==> src/rtl/nibble_serial_subtractor.sv <==
// Multi-cycle unsigned subtractor: diff = a - b, one NIB-bit lookahead slice per clock.
// Optional macro NIBSUB_SATURATE_EN floors diff to zero whenever a borrow occurs.
module nibble_serial_subtractor #(
  parameter int WIDTH = 16,
  parameter int NIB   = 4
) (
  input  logic             clk,
  input  logic             nrst,
  input  logic             in_valid,
  output logic             in_ready,
  input  logic [WIDTH-1:0] a,
  input  logic [WIDTH-1:0] b,
  output logic             out_valid,
  input  logic             out_ready,
  output logic [WIDTH-1:0] diff,
  output logic             borrow,
  output logic [1:0]       dbg_state
);

  localparam int STEPS = WIDTH / NIB;
  localparam int CW    = (STEPS > 1) ? $clog2(STEPS) : 1;

  if ((WIDTH % NIB) != 0 || WIDTH < NIB) begin : g_bad_width
    $error("nibble_serial_subtractor: WIDTH must be a non-zero multiple of NIB");
  end

  // Handshake: a transfer happens on a rising edge where valid && ready;
  // in_ready is high only in IDLE, out_valid only in DONE, both are state-derived.
  typedef enum logic [1:0] {
    S_IDLE = 2'd0,
    S_BUSY = 2'd1,
    S_DONE = 2'd2
  } state_t;

  state_t            state_q, state_d;
  logic [WIDTH-1:0]  a_q, a_d;
  logic [WIDTH-1:0]  b_q, b_d;
  logic [WIDTH-1:0]  work_q, work_d;
  logic [WIDTH-1:0]  diff_q, diff_d;
  logic              borrow_q, borrow_d;
  logic              carry_q, carry_d;
  logic [CW-1:0]     cnt_q, cnt_d;

  logic [NIB-1:0]    a_nib, nb_nib, g, p, sum;
  logic [NIB:0]      c;
  logic              cl, pp;
  logic [WIDTH-1:0]  work_full;

  // Lookahead slice: every carry is a flat sum-of-products of g/p and carry_q.
  always_comb begin
    a_nib  = a_q[int'(cnt_q)*NIB +: NIB];
    nb_nib = ~b_q[int'(cnt_q)*NIB +: NIB];
    g      = a_nib & nb_nib;
    p      = a_nib | nb_nib;
    c      = '0;
    cl     = 1'b0;
    pp     = 1'b0;
    c[0]   = carry_q;
    for (int i = 0; i < NIB; i++) begin
      cl = g[i];
      pp = p[i];
      for (int j = i - 1; j >= 0; j--) begin
        cl = cl | (pp & g[j]);
        pp = pp & p[j];
      end
      c[i+1] = cl | (pp & carry_q);
    end
    sum = a_nib ^ nb_nib ^ c[NIB-1:0];
  end

  always_ff @(posedge clk) begin
    if (!nrst) begin
      state_q  <= S_IDLE;
      a_q      <= '0;
      b_q      <= '0;
      work_q   <= '0;
      diff_q   <= '0;
      borrow_q <= 1'b0;
      carry_q  <= 1'b0;
      cnt_q    <= '0;
    end else begin
      state_q  <= state_d;
      a_q      <= a_d;
      b_q      <= b_d;
      work_q   <= work_d;
      diff_q   <= diff_d;
      borrow_q <= borrow_d;
      carry_q  <= carry_d;
      cnt_q    <= cnt_d;
    end
  end

  always_comb begin
    state_d   = state_q;
    a_d       = a_q;
    b_d       = b_q;
    work_d    = work_q;
    diff_d    = diff_q;
    borrow_d  = borrow_q;
    carry_d   = carry_q;
    cnt_d     = cnt_q;
    work_full = work_q;
    work_full[int'(cnt_q)*NIB +: NIB] = sum;
    case (state_q)
      S_IDLE: begin
        if (in_valid) begin
          a_d     = a;
          b_d     = b;
          carry_d = 1'b1;
          cnt_d   = '0;
          state_d = S_BUSY;
        end
      end
      S_BUSY: begin
        work_d  = work_full;
        carry_d = c[NIB];
        cnt_d   = cnt_q + CW'(1);
        if (cnt_q == CW'(STEPS - 1)) begin
          borrow_d = ~c[NIB];
`ifdef NIBSUB_SATURATE_EN
          diff_d   = c[NIB] ? work_full : '0;
`else
          diff_d   = work_full;
`endif
          cnt_d    = '0;
          state_d  = S_DONE;
        end
      end
      S_DONE: begin
        if (out_ready) state_d = S_IDLE;
      end
      default: state_d = S_IDLE;
    endcase
  end

  always_comb begin
    in_ready  = (state_q == S_IDLE);
    out_valid = (state_q == S_DONE);
    diff      = diff_q;
    borrow    = borrow_q;
    dbg_state = state_q;
  end

endmodule

==> config.mk <==
export PLATFORM = sky130hd
export DESIGN_NAME = nibble_serial_subtractor
export DESIGN_NICKNAME = d
export VERILOG_FILES = /design/src/rtl/nibble_serial_subtractor.sv
export SDC_FILE = /design/constraint.sdc
export NUM_CORES = 1
export LEC_CHECK = 0
export BUFFER_PORTS_ARGS = -buffer_cell sky130_fd_sc_hd__clkbuf_2
export CELL_PAD_IN_SITES_DETAIL_PLACEMENT = 2
export CELL_PAD_IN_SITES_GLOBAL_PLACEMENT = 2
export CORE_ASPECT_RATIO = 1.5
export CORE_UTILIZATION = 34
export DETAILED_ROUTE_END_ITERATION = 7
export HOLD_SLACK_MARGIN = 0.1
export PLACE_DENSITY = 0.79
export SYNTH_ARGS = -nofsm -noshare
export SYNTH_HDL_FRONTEND = slang
export SYNTH_SLANG_ARGS = --single-unit
export TNS_END_PERCENT = 20
==> constraint.sdc <==
create_clock -name clk -period 2.8 [get_ports clk]
set_input_delay 0.14 -clock clk [delete_from_list [all_inputs] [get_ports clk]]
set_output_delay 0.14 -clock clk [all_outputs]
set_load 0.005 [all_outputs]
### After elaboration in Yosys (flattened, before gate mapping)

Cells that the tools add are included.

* word-level logic and storage cells: 68
* bits in registers: 70
* output and inout port bits: 21
* bits in read-only memories: 0
* memories kept: 0
* latch bits: 0
* input port bits: 36
* bits in writable memories: 0

* $lt $le $gt $ge: 0
* equal/unequal tests: 6
* divide/modulo/power cells: 0
* multiplexer cells: 10
* shift-type cells: 4
* multipliers: 0
* $add $sub $neg: 2
* reductions and logical operators: 6
* bitwise gates (word level): 32

Operators by type and width (count)
* 4-bit negator with 33-bit output: 1
* 4-bit by 33-bit variable shift with 16-bit output, first input constant: 1
* 4-bit by 33-bit indexed part select with 16-bit output: 1
* 16-bit by 5-bit indexed part select with 4-bit output: 2
* 1-bit AND: 16
* 16-bit bitwise mux: 1
* 2-bit two-way mux: 5
* 1-bit bitwise OR: 10
* 4-bit XOR: 2
* 2-bit case mux with 3 select lines: 1
* 2-bit AND reduction: 3
* 4-bit AND: 1
* 2-bit == test, second input constant: 2
* 2-bit inequality test, second input constant: 2
* 4-bit NOT: 1
* 4-bit bitwise OR: 1
* 2-bit case mux with 2 select lines: 1
* 3-bit AND reduction: 1
* 2-bit by 1-bit adder with 2-bit output, second input constant: 1
* 2-bit by 1-bit == test with 1-bit output, second input constant: 1
* 2-bit logical NOT: 1
* 2-bit by 1-bit inequality test with 1-bit output, second input constant: 1
* 1-bit case mux with 2 select lines: 1
* 2-bit nonzero test: 1
* 2 further kinds: 2

### Logic depth before layout (Yosys ltp)

Gate-level depths: netlist of the first run.

* depth in word-level cells: 10
* mapped depth: 9

### Worst setup path after synthesis of the first run

No wires, ideal clock.

* kind: register to register
* from: reg cnt_q[0]
* to: reg diff_q[10], in the netlist diff[10]
* library setup time: 0.070 ns
* cell stages (with the launch flop): 9
* period minus slack after synthesis: 2.307 ns
* arrival time: 2.237 ns
* slack: 0.493 ns
* cell sequence: dfxtp_1 > buf_6 > buf_6 > mux4_2 > ha_1 > or2_4 > o21a_2 > o221a_1 > a21oi_1

* longest elaborated chain between the ends: 10
* elaborated cells between the ends (all ways): 28
* those cells by class: add/sub: 1; eq/ne: 1; shift: 4; mux: 1; bitwise: 20; reduce/logical: 1

Ends and longest elaborated chain
* start: declaration: line 42 `logic [CW-1:0] cnt_q, cnt_d;`
* start signal: assignment: line 89 `cnt_q <= cnt_d;`
* 16-bit by 5-bit indexed part select with 4-bit output: line 52 `nb_nib = ~b_q[int'(cnt_q)*NIB +: NIB];`
* 4-bit NOT: line 52
* 4-bit bitwise OR or 4-bit AND (tied branches): line 54, 53
* 1-bit AND, on equally long branches: line 63, 64
* 1-bit bitwise OR, or another cell as far along: line 63 `cl = cl | (pp & g[j]);`
* 1-bit bitwise OR or 1-bit AND (tied branches): line 63, 66
* 1-bit bitwise OR: line 66 `c[i+1] = cl | (pp & carry_q);`
* 4-bit XOR: line 68 `sum = a_nib ^ nb_nib ^ c[NIB-1:0];`
* 4-bit by 33-bit indexed part select with 16-bit output: line 103 `work_full[int'(cnt_q)*NIB +: NIB] = sum;`
* 16-bit bitwise mux: line 103
* end signal: assignment: line 86 `diff_q <= diff_d;`
* end: declaration: line 39 `logic [WIDTH-1:0] diff_q, diff_d;`

Parallel ways exist; a longest one is shown, timed or not.
A chain may end at the register's enable or synchronous reset.

### Worst setup path after layout of the first run

* from: reg cnt_q[0]
* to: reg diff_q[4], in the netlist diff[4]

Same word-level chain as after synthesis.

==> results of run 1 <==
report_power, final:
group | internal (W) | switching [W] | leakage [nW]
Sequential | 0.00104 | 0.0000299 | 0.570
Combinational | 0.000189 | 0.000250 | 1.10
Clock | 0.000920 | 0.000436 | 0.170
Total | 0.00214 | 0.000715 | 1.84
worst max path at each step:
stage | start | endpoint | slack, ns | cells past startpoint
floorplan | cnt_q[0]$_SDFFE_PN0P_ | diff[10]$_SDFFE_PN0P_ | 0.49 | 8
global placement | cnt_q[0]$_SDFFE_PN0P_ | diff[8]$_SDFFE_PN0P_ | 0.09 | 7
detailed placement | cnt_q[0]$_SDFFE_PN0P_ | diff[4]$_SDFFE_PN0P_ | 0.00004 | 7
CTS | cnt_q[0]$_SDFFE_PN0P_ | diff[4]$_SDFFE_PN0P_ | 0.11 | 7
global route | cnt_q[0]$_SDFFE_PN0P_ | diff[4]$_SDFFE_PN0P_ | 0.001 | 7
finish | cnt_q[0]$_SDFFE_PN0P_ | diff[4]$_SDFFE_PN0P_ | 0.14 | 7
stage by stage:
| stage | utilization, % | total power [W] | cells |
|---|---|---|---|
| floorplan | - | 0.00136 | 389 |
| global placement | 38.1 | 0.00146 | 543 |
| detailed placement | 38.1 | 0.00148 | 543 |
| CTS | 44.8 | 0.00288 | 592 |
| global route | 44.8 | 0.00296 | 592 |
| finish | 44.8 | 0.00286 | 592 |
synth_stat cells (all sizes together):
| cell | n | area share [%] |
|---|---|---|
| o21ai | 19 | 2.7 |
| buf | 18 | 3.4 |
| nor2b | 13 | 2.5 |
| o21bai | 1 | 0.21 |
| a22oi | 8 | 1.7 |
| o221a | 4 | 1.3 |
| o31ai | 1 | 0.21 |
| nor4bb | 1 | 0.29 |
| xnor2 | 2 | 0.72 |
| o2111ai | 8 | 2.0 |
| nor2 | 15 | 1.6 |
| a221oi | 6 | 1.5 |
| and4b | 1 | 0.29 |
| fa | 1 | 0.57 |
| a21oi | 14 | 2.0 |
| o211ai | 2 | 0.72 |
| or2 | 2 | 0.43 |
| clkbuf | 10 | 1.1 |
| mux2i | 2 | 0.57 |
| o311a | 2 | 0.89 |
| dfxtp | 70 | 40 |
| o211a | 2 | 0.57 |
| and3b | 1 | 0.25 |
| ha | 15 | 5.4 |
| inv | 22 | 2.4 |
| nand2 | 77 | 8.3 |
| o21a | 3 | 0.68 |
| mux4 | 8 | 5.2 |
| nor4b | 1 | 0.25 |
| nand3 | 13 | 1.9 |
| a21boi | 33 | 7.1 |
| nor3b | 6 | 1.3 |
| and4bb | 3 | 1.1 |
| and2 | 3 | 0.54 |
| nand2b | 2 | 0.43 |
critical path, delay by kind of cell, from the launching register on:
| family | cells | cell delay, ns |
|---|---|---|
| simple gates | 2 | 0.60 |
| mux | 2 | 0.75 |
| buf+inv | 1 | 0.14 |
| fa+ha+maj | 1 | 0.52 |
| compound gates | 1 | 0.13 |
| flops | 1 | 0.46 |
layout make-up:
cell class              count  area share [%]
clock buffers              13            5.76
multi-input cells         269            41.1
clock inverters             3            1.99
flip-flops and latches     70            31.1
repair buffers             98            15.0
inverters                  22            1.83
well taps                 117            3.24
logic make-up (layout without fill, tap and decap cells):
logic type                 after synthesis  count (layout)  share of synthesized area, %
AOI/OAI and AO/OA                      103             103                          21.6
xor gates and xnor gates                 2               2                         0.716
adders and majority gates               16              16                          5.94
buffers and inverters                   50             136                          6.80
DFF                                     70              70                          40.1
muxes                                   10              10                          5.73
and+or+nand+nor                        138             138                          19.1
state kept, by name, indices dropped and copies added (netlist names):
register / count
borrow: 1
cnt_q: 2
carry_q: 1
diff: 16
a_q: 16
work_q: 16
b_q: 16
dbg_state: 2
placed cells by master, fill, tap and decap left out, types with 2 or more instances in the layout:
cell type,netlist,final
o21ai_0,8,8
nand2_1,77,77
a21oi_1,14,14
clkbuf_8,0,2
clkbuf_2,0,56
nor3b_1,6,6
o211ai_2,2,2
nor2_1,15,15
dfxtp_1,70,69
nand3_1,13,13
a21boi_0,4,4
o221a_1,4,4
mux2i_1,2,2
o21a_1,2,2
inv_2,5,5
mux4_2,8,8
dlygate4sd3_1,0,33
nor2b_1,12,12
clkbuf_1,10,2
o21ai_1,11,11
ha_1,15,15
and2_1,3,3
and4bb_1,3,3
o211a_1,2,2
a22oi_1,8,8
o2111ai_1,8,8
clkbuf_16,0,9
a21boi_1,29,29
a221oi_1,6,6
bufinv_16,0,3
inv_1,17,17
buf_4,4,9
routing by layer:
metal  wire length [um]  part of all wire, %
met1               4200                   37
met2               6420                   57
met3                255                  2.3
met4                449                  4.0
met5                  0                    0
timing repair:
action                                  CTS  global route
endpoints found under the setup margin    2             0
hold endpoints to repair                 33             0
gates resized for setup                   1             0
hold buffers                             33             0
==> results.txt, run 1 <==
Fin Setup TNS - 0 ns
Iteration-0 DRC Markers - 124
fmax - 375 MHz
Total GRT Usage - 23.2%
std cell rows - 45
area of the multi-input gates - 1860 sq um
GRT met1 Usage - 23.0%
post-synth cell types - 47
fin area - 4520 sq um
period utilization - 95.2%
YS warnings - 0
n_diodes - 0
Worst Max-Slew Pin Slew - 0.645 ns
met2 Use GR - 45.1%
Net count, final - 522
run status - finished with violations
layout filler cell count - 1093
P_leak - 1.84 nW
Area Growth Syn to Fin - 29.2%
Post-Syn Area per Cell - 8.99 sq um
die area - 10700 sq um
post-DR wirelength/cell - 19.1 um
port bufs - 56
final slew viol count - 0
I/O pins - 57
gpl congestion - 0.843
failing checks - DRC
CTS Buf Count - 9
core area - 10100 sq um
final number of setup-violating endpoints - 0
PwrDens - 633 nW/um^2
clock period minus worst slack - 2.66 ns
CTS tree - yes
vias in the first global route - 3622
reg2reg setup slack - 0.14 ns
Setup crit end kind - flop
hpwl dp - 7610 um
Setup WS post-layout - 0.135 ns
GRT met3 Usage - 4.52%
vias per cell - 5.40
critical path peak fanout - 7
Initial Util - 34.7%
worst-path cell chain - mux4_2, inv_1, fa_1, nor4bb_1, mux2i_1, nand2_1, o211a_1
first-pass GRT wire length - 18800 um
clk slew on worst S/H paths - 0.06 ns
Arrival @ worst endpoint - 2.94 ns
CP max stage delay - 0.60 ns
Clock Skew - 0.00689 ns
max-cap violations - 0
largest net degree at the start of global routing - 34
hold_sp - in_valid
fraction of layout cells with a size suffix above 1 - 21.3%
Max Root-Sink Buffers - 2
GR Overflow Total - 0
register area - 1400 sq um
placed inst area - 3830 sq um
Max-slew headroom - 57.0%
Clock Latency Late Sink - 0.34 ns
setup bufs post-CTS - 0
RSZ-0062 raised after global routing - false
Mapped Nets - 441
final hold vios - 0
First-pass DRT Iterations - 8
Antenna Nets Post-Route - 0
CTS root buf - clkbuf_16
Hold Crit Depth - 5
Crit path required time - 3.08 ns
CP max-delay cell - mux4_2
VDD IR max - 0.000345 V
WHS - 0.382 ns
worst flop-to-flop path endpoint - diff[4]$_SDFFE_PN0P_
FF-to-FF Start - cnt_q[0]$_SDFFE_PN0P_
synthesis-stage register bit count - 70
CP startpoint kind - flop
reg2reg path depth - 7
Die Width - 84.8 um
H-tree depth - 3
vias - 3196
Min-Delay Endpoint - carry_q$_SDFFE_PN0P_
Gate Count Post-Synth - 389
number of remaining DRC errors - 2
hold crit path type - primary input to flop
die extent in y - 126 um
gr busiest metal - met2
initial antenna violation count - 0
clock sink count - 70
sequential area share after synthesis - 40.1%
Syn Std Cell Area - 3500 sq um
Crit Path Category - flop to flop
total wire length - 11300 um
Place WS - 0.0000371 ns
Note: power is estimated with default switching activity, not from simulation.
==> run 2: changes to the inputs <==
--- a/config.mk
+++ b/config.mk
@@ -5,14 +5,14 @@
 export SDC_FILE = /design/constraint.sdc
 export NUM_CORES = 1
 export LEC_CHECK = 0
-export BUFFER_PORTS_ARGS = -buffer_cell sky130_fd_sc_hd__clkbuf_2
 export CELL_PAD_IN_SITES_DETAIL_PLACEMENT = 2
 export CELL_PAD_IN_SITES_GLOBAL_PLACEMENT = 2
 export CORE_ASPECT_RATIO = 1.5
-export CORE_UTILIZATION = 34
+export CORE_UTILIZATION = 38
 export DETAILED_ROUTE_END_ITERATION = 7
+export DONT_BUFFER_PORTS = 1
 export HOLD_SLACK_MARGIN = 0.1
-export PLACE_DENSITY = 0.79
+export PLACE_DENSITY = 0.78
 export SYNTH_ARGS = -nofsm -noshare
 export SYNTH_HDL_FRONTEND = slang
 export SYNTH_SLANG_ARGS = --single-unit
==> results.txt, run 2 (synthesis gave the netlist of run 1 again) <==
Area Growth Syn to Fin - 19.9%
final slew viol count - 0 (unchanged)
Fin Setup TNS - 0 ns (unchanged)
setup bufs post-CTS - 0 (unchanged)
Post-Place Cells - 481 (-11%)
clock sink count - 70 (unchanged)
most common cell after layout, fill and taps aside - nand2_1
final std cells w/o fill - 528 (-11%)
P_leak - 1.58 nW (-14%)
fin area - 4190 sq um (-7.2%)
Iteration-0 DRC Markers - 135 (+8.9%)
CTS root buf - clkbuf_16
Crit Path Category - flop to flop
final hold vios - 0 (unchanged)
core area - 8880 sq um (-12%)
placed inst area - 3550 sq um (-7.3%)
critical path peak fanout - 7 (unchanged)
H-tree depth - 3 (unchanged)
FF-to-FF Start - cnt_q[0]$_SDFFE_PN0P_
Worst Setup SP - cnt_q[0]$_SDFFE_PN0P_
WHS - 0.184 ns (-0.197 ns)
Crit path required time - 3.07 ns (about the same)
Clock Latency Late Sink - 0.34 ns (about the same)
Die Width - 80.3 um (-5.3%)
Arrival @ worst endpoint - 2.87 ns (-0.07 ns)
max-cap violations - 0 (unchanged)
CTS tree - yes
die extent in y - 119 um (-5.3%)
vias in the first global route - 3471 (-4.2%)
vias per cell - 5.62 (+4.1%)
first-pass GRT wire length - 18400 um (-1.8%)
area of the multi-input gates - 1860 sq um (unchanged)
vias - 2967 (-7.2%)
First-pass DRT Iterations - 4 (-4)
hold_sp - nrst
Max-slew headroom - 67.4% (+10 points)
GR Overflow Total - 0 (unchanged)
std cell rows - 42 (-6.7%)
most frequent cells in the layout - nand2_1, dfxtp_1, dlygate4sd3_1
fraction of layout cells with a size suffix above 1 - 10.8% (-10 points)
RSZ-0062 raised after global routing - false
register area - 1400 sq um (unchanged)
Antenna Nets Post-Route - 0 (unchanged)
Max Root-Sink Buffers - 2 (unchanged)
largest net degree at the start of global routing - 75 (+120%)
period utilization - 92.7% (-2.5 points)
hpwl dp - 6950 um (-8.7%)
Initial Util - 39.4% (+4.7 points)
CP startpoint kind - flop
run status - finished, final reports clean
clock period minus worst slack - 2.60 ns (-0.0689 ns)
Clock Skew - 0.00682 ns (-0.0000721 ns)
post-DR wirelength/cell - 21.8 um (+14%)
PwrDens - 623 nW/um^2 (-1.6%)
port bufs - 0 (-100%)
hold crit path type - primary input to flop
Worst Max-Slew Pin Slew - 0.487 ns (-0.158 ns)
Util after Layout - 47.2% (+2.4 points)
number of remaining DRC errors - 0 (-2)
Total GRT Usage - 26.4% (+3.2 points)
Net count, final - 468 (-10%)
final number of setup-violating endpoints - 0 (unchanged)
die area - 9600 sq um (-10%)
layout filler cell count - 954 (-13%)
Setup crit end kind - flop
fmax - 385 MHz (+2.7%)
n_diodes - 0 (unchanged)
VDD IR max - 0.000482 V (+40%)
initial antenna violation count - 0 (unchanged)
CTS Buf Count - 9 (unchanged)
total wire length - 11500 um (+1.5%)
gpl congestion - 0.812 (-3.6%)
I/O pins - 57 (unchanged)
clk slew on worst S/H paths - 0.06 ns (about the same)
run 2: routing by layer:
layer	global-route usage, %	wire length [um]	vias to the layer above
met1	25.8	4130	1456
li1	-	-	1402
met4	15.4	593	0
met5	0	0	-
met2	49.1	6420	72
met3	5.98	349	37
run 2: layout make-up:
class,count,area share [%]
Multi-Input combinational cell,269,44.3
Tap cell,110,3.28
Clock inverter,2,0.836
Timing Repair Buffer,44,10.3
Sequential cell,70,33.5
Inverter,22,1.97
Clock buffer,11,5.79
run 2: critical path, stage by stage, from the launching register on:
cell     delay, ns
dfxtp_2       0.46
mux4_2        0.58
inv_1         0.17
fa_1          0.56
nor2_1        0.45
a22oi_1       0.15
nor2b_1       0.16
run 2: metrics by stage:
stage,total power [W],setup slack (ns)
after floorplan,0.00136,0.493
after global placement,0.00142,0.156
after detailed placement,0.00144,0.0948
after CTS,0.00261,0.0477
after global routing,0.00272,0.0627
final,0.00261,0.204
run 2: report_power, final:
part	switching (W)	internal, W	total (W)
clock network	0.000420	0.000697	0.00112
registers	0.0000300	0.00104	0.00107
logic	0.000251	0.000176	0.000427
run 2: path summary, 6_finish.rpt:
kind | endpoint | slack, ns | cells past startpoint
worst min-delay path | dbg_state[0]$_SDFFE_PN0P_ | 0.18 | 2
worst max-delay path | work_q[12]$_SDFFE_PN0P_ | 0.20 | 6
worst max register to register | work_q[12]$_SDFFE_PN0P_ | 0.20 | 6
worst min register to register | b_q[0]$_SDFFE_PN0P_ | 0.47 | 2
run 2: timing repair:
action,4_1_cts,5_1_grt
endpoints found under the setup margin,0,6
resized for setup,0,1
hold buffers,34,0
endpoints found under the hold margin,70,0
==> run 3: changes to the inputs <==
--- a/config.mk
+++ b/config.mk
@@ -8,11 +8,12 @@
 export CELL_PAD_IN_SITES_DETAIL_PLACEMENT = 2
 export CELL_PAD_IN_SITES_GLOBAL_PLACEMENT = 2
 export CORE_ASPECT_RATIO = 1.5
-export CORE_UTILIZATION = 38
+export CORE_UTILIZATION = 41
 export DETAILED_ROUTE_END_ITERATION = 7
 export DONT_BUFFER_PORTS = 1
+export GPL_TIMING_DRIVEN = 0
 export HOLD_SLACK_MARGIN = 0.1
-export PLACE_DENSITY = 0.78
+export PLACE_DENSITY = 0.83
 export SYNTH_ARGS = -nofsm -noshare
 export SYNTH_HDL_FRONTEND = slang
 export SYNTH_SLANG_ARGS = --single-unit
==> constraint.sdc (replaced) <==
create_clock -name clk -period 3.25 [get_ports clk]
set_input_delay 0.1625 -clock clk [delete_from_list [all_inputs] [get_ports clk]]
set_output_delay 0.1625 -clock clk [all_outputs]
set_load 0.005 [all_outputs]
==> results.txt, run 3 (synthesis gave the netlist of run 1 again) <==
final slew viol count - 0 (unchanged)
run status - finished, final reports clean
std cell rows - 40 (-4.8%)
number of remaining DRC errors - 0 (unchanged)
most frequent cells in the layout - nand2_1, dfxtp_1, dlygate4sd3_1
port bufs - 0 (unchanged)
fraction of layout cells with a size suffix above 1 - 12.1% (+1.3 points)
fmax - 328 MHz (-15%)
first-pass GRT wire length - 22100 um (+20%)
clk slew on worst S/H paths - 0.06 ns (about the same)
GR Overflow Total - 0 (unchanged)
H-tree depth - 3 (unchanged)
Post-Place Cells - 494 (+2.7%)
CTS root buf - clkbuf_16
max-cap violations - 0 (unchanged)
VDD IR max - 0.000310 V (-36%)
hpwl dp - 8200 um (+18%)
final std cells w/o fill - 543 (+2.8%)
final number of setup-violating endpoints - 0 (unchanged)
Worst Max-Slew Pin Slew - 0.649 ns (+0.162 ns)
Arrival @ worst endpoint - 3.30 ns (+0.43 ns)
initial antenna violation count - 0 (unchanged)
vias per cell - 5.92 (+5.4%)
clock sink count - 70 (unchanged)
PwrDens - 543 nW/um^2 (-13%)
I/O pins - 57 (unchanged)
CTS tree - yes
gpl congestion - 0.845 (+4.0%)
Antenna Nets Post-Route - 0 (unchanged)
vias in the first global route - 3790 (+9.2%)
Total GRT Usage - 34.3% (+7.9 points)
Util after Layout - 52.0% (+4.9 points)
period utilization - 93.8% (+1.1 points)
core area - 8160 sq um (-8.1%)
P_leak - 1.62 nW (+2.6%)
Initial Util - 42.9% (+3.5 points)
die extent in y - 115 um (-3.7%)
n_diodes - 0 (unchanged)
CP startpoint kind - flop
Die Width - 77.4 um (-3.6%)
Crit Path Category - flop to flop
largest net degree at the start of global routing - 12 (-84%)
Clock Skew - 0.00999 ns (+0.00317 ns)
Area Growth Syn to Fin - 21.4%
total wire length - 14400 um (+26%)
critical path peak fanout - 10 (+3)
post-DR wirelength/cell - 26.6 um (+22%)
most common cell after layout, fill and taps aside - nand2_1
Crit path required time - 3.50 ns (+0.43 ns)
RSZ-0062 raised after global routing - false
layout filler cell count - 853 (-11%)
First-pass DRT Iterations - 4 (unchanged)
die area - 8910 sq um (-7.2%)
Setup crit end kind - flop
CTS Buf Count - 9 (unchanged)
final hold vios - 0 (unchanged)
cts repair resizes - 0 (unchanged)
Max Root-Sink Buffers - 2 (unchanged)
Overall Power - 0.00231 W (-12%)
clock period minus worst slack - 3.05 ns (+0.452 ns)
Fin Setup TNS - 0 ns (unchanged)
vias - 3217 (+8.4%)
Iteration-0 DRC Markers - 189 (+40%)
Net count, final - 485 (+3.6%)
Clock Latency Late Sink - 0.34 ns (about the same)
hold crit path type - primary input to flop
Max-slew headroom - 56.8% (-11 points)
-- run 3: worst max-delay path, stage by stage, from the launching register on --
cell and delay [ns]:
dfxtp_1 0.40, clkbuf_1 0.53, mux4_2 0.38, inv_1 0.10, fa_1 0.44, xnor2_1 0.50, and2_1 0.33, a22oi_1 0.10
nor2b_1 0.17
-- run 3: routing by layer --
layer | vias to the layer above | wire [um] | global-route usage (%)
li1 | 1434 | - | -
met1 | 1612 | 5100 | 33.3
met2 | 120 | 8060 | 65.8
met3 | 51 | 488 | 5.95
met4 | 0 | 781 | 22.3
met5 | - | 0 | 0
-- run 3: where the power goes --
group	internal, W	switching (W)
combinational	0.000154	0.000251
clock	0.000578	0.000402
sequential	0.000892	0.0000284
total	0.00162	0.000682
-- run 3: area by class of cell --
cell class                      count  area [sq um]  area share (%)
Sequential cell                    70          1400            33.0
Clock buffer                       13           270            6.37
Inverter                           22          82.6            1.95
Multi-Input combinational cell    269          1860            43.7
Clock inverter                      3          17.5           0.413
Tap cell                          105           131            3.09
Buffer                             28           155            3.65
Timing Repair Buffer               33           330            7.78
-- run 3: path summary, 6_finish.rpt --
| kind | startpoint | to | slack (ns) | cells after the start |
|---|---|---|---|---|
| setup / recovery | cnt_q[1]$_SDFFE_PN0P_ | work_q[1]$_SDFFE_PN0P_ | 0.20 | 8 |
| hold / removal | in_valid | cnt_q[1]$_SDFFE_PN0P_ | 0.23 | 3 |
| setup reg to reg | cnt_q[1]$_SDFFE_PN0P_ | work_q[1]$_SDFFE_PN0P_ | 0.20 | 8 |
| hold reg to reg | work_q[11]$_SDFFE_PN0P_ | work_q[11]$_SDFFE_PN0P_ | 0.47 | 2 |
-- run 3: timing repair --
| item | in CTS | in global routing |
|---|---|---|
| endpoints found under the hold margin | 33 | 0 |
| setup buffers | 0 | 0 |
| hold buffers | 33 | 0 |
-- run 3: metrics by stage --
stage / instance area [sq um] / hold slack [ns] / setup slack [ns]
detailed placement: 3630 / 0.307 / 0.392
global route: 4250 / 0.262 / 0.0740
global placement: 3630 / 0.301 / 0.521
CTS: 4250 / 0.210 / 0.385
floorplan: 3500 / 0.297 / 0.943
finish: 4250 / 0.229 / 0.202
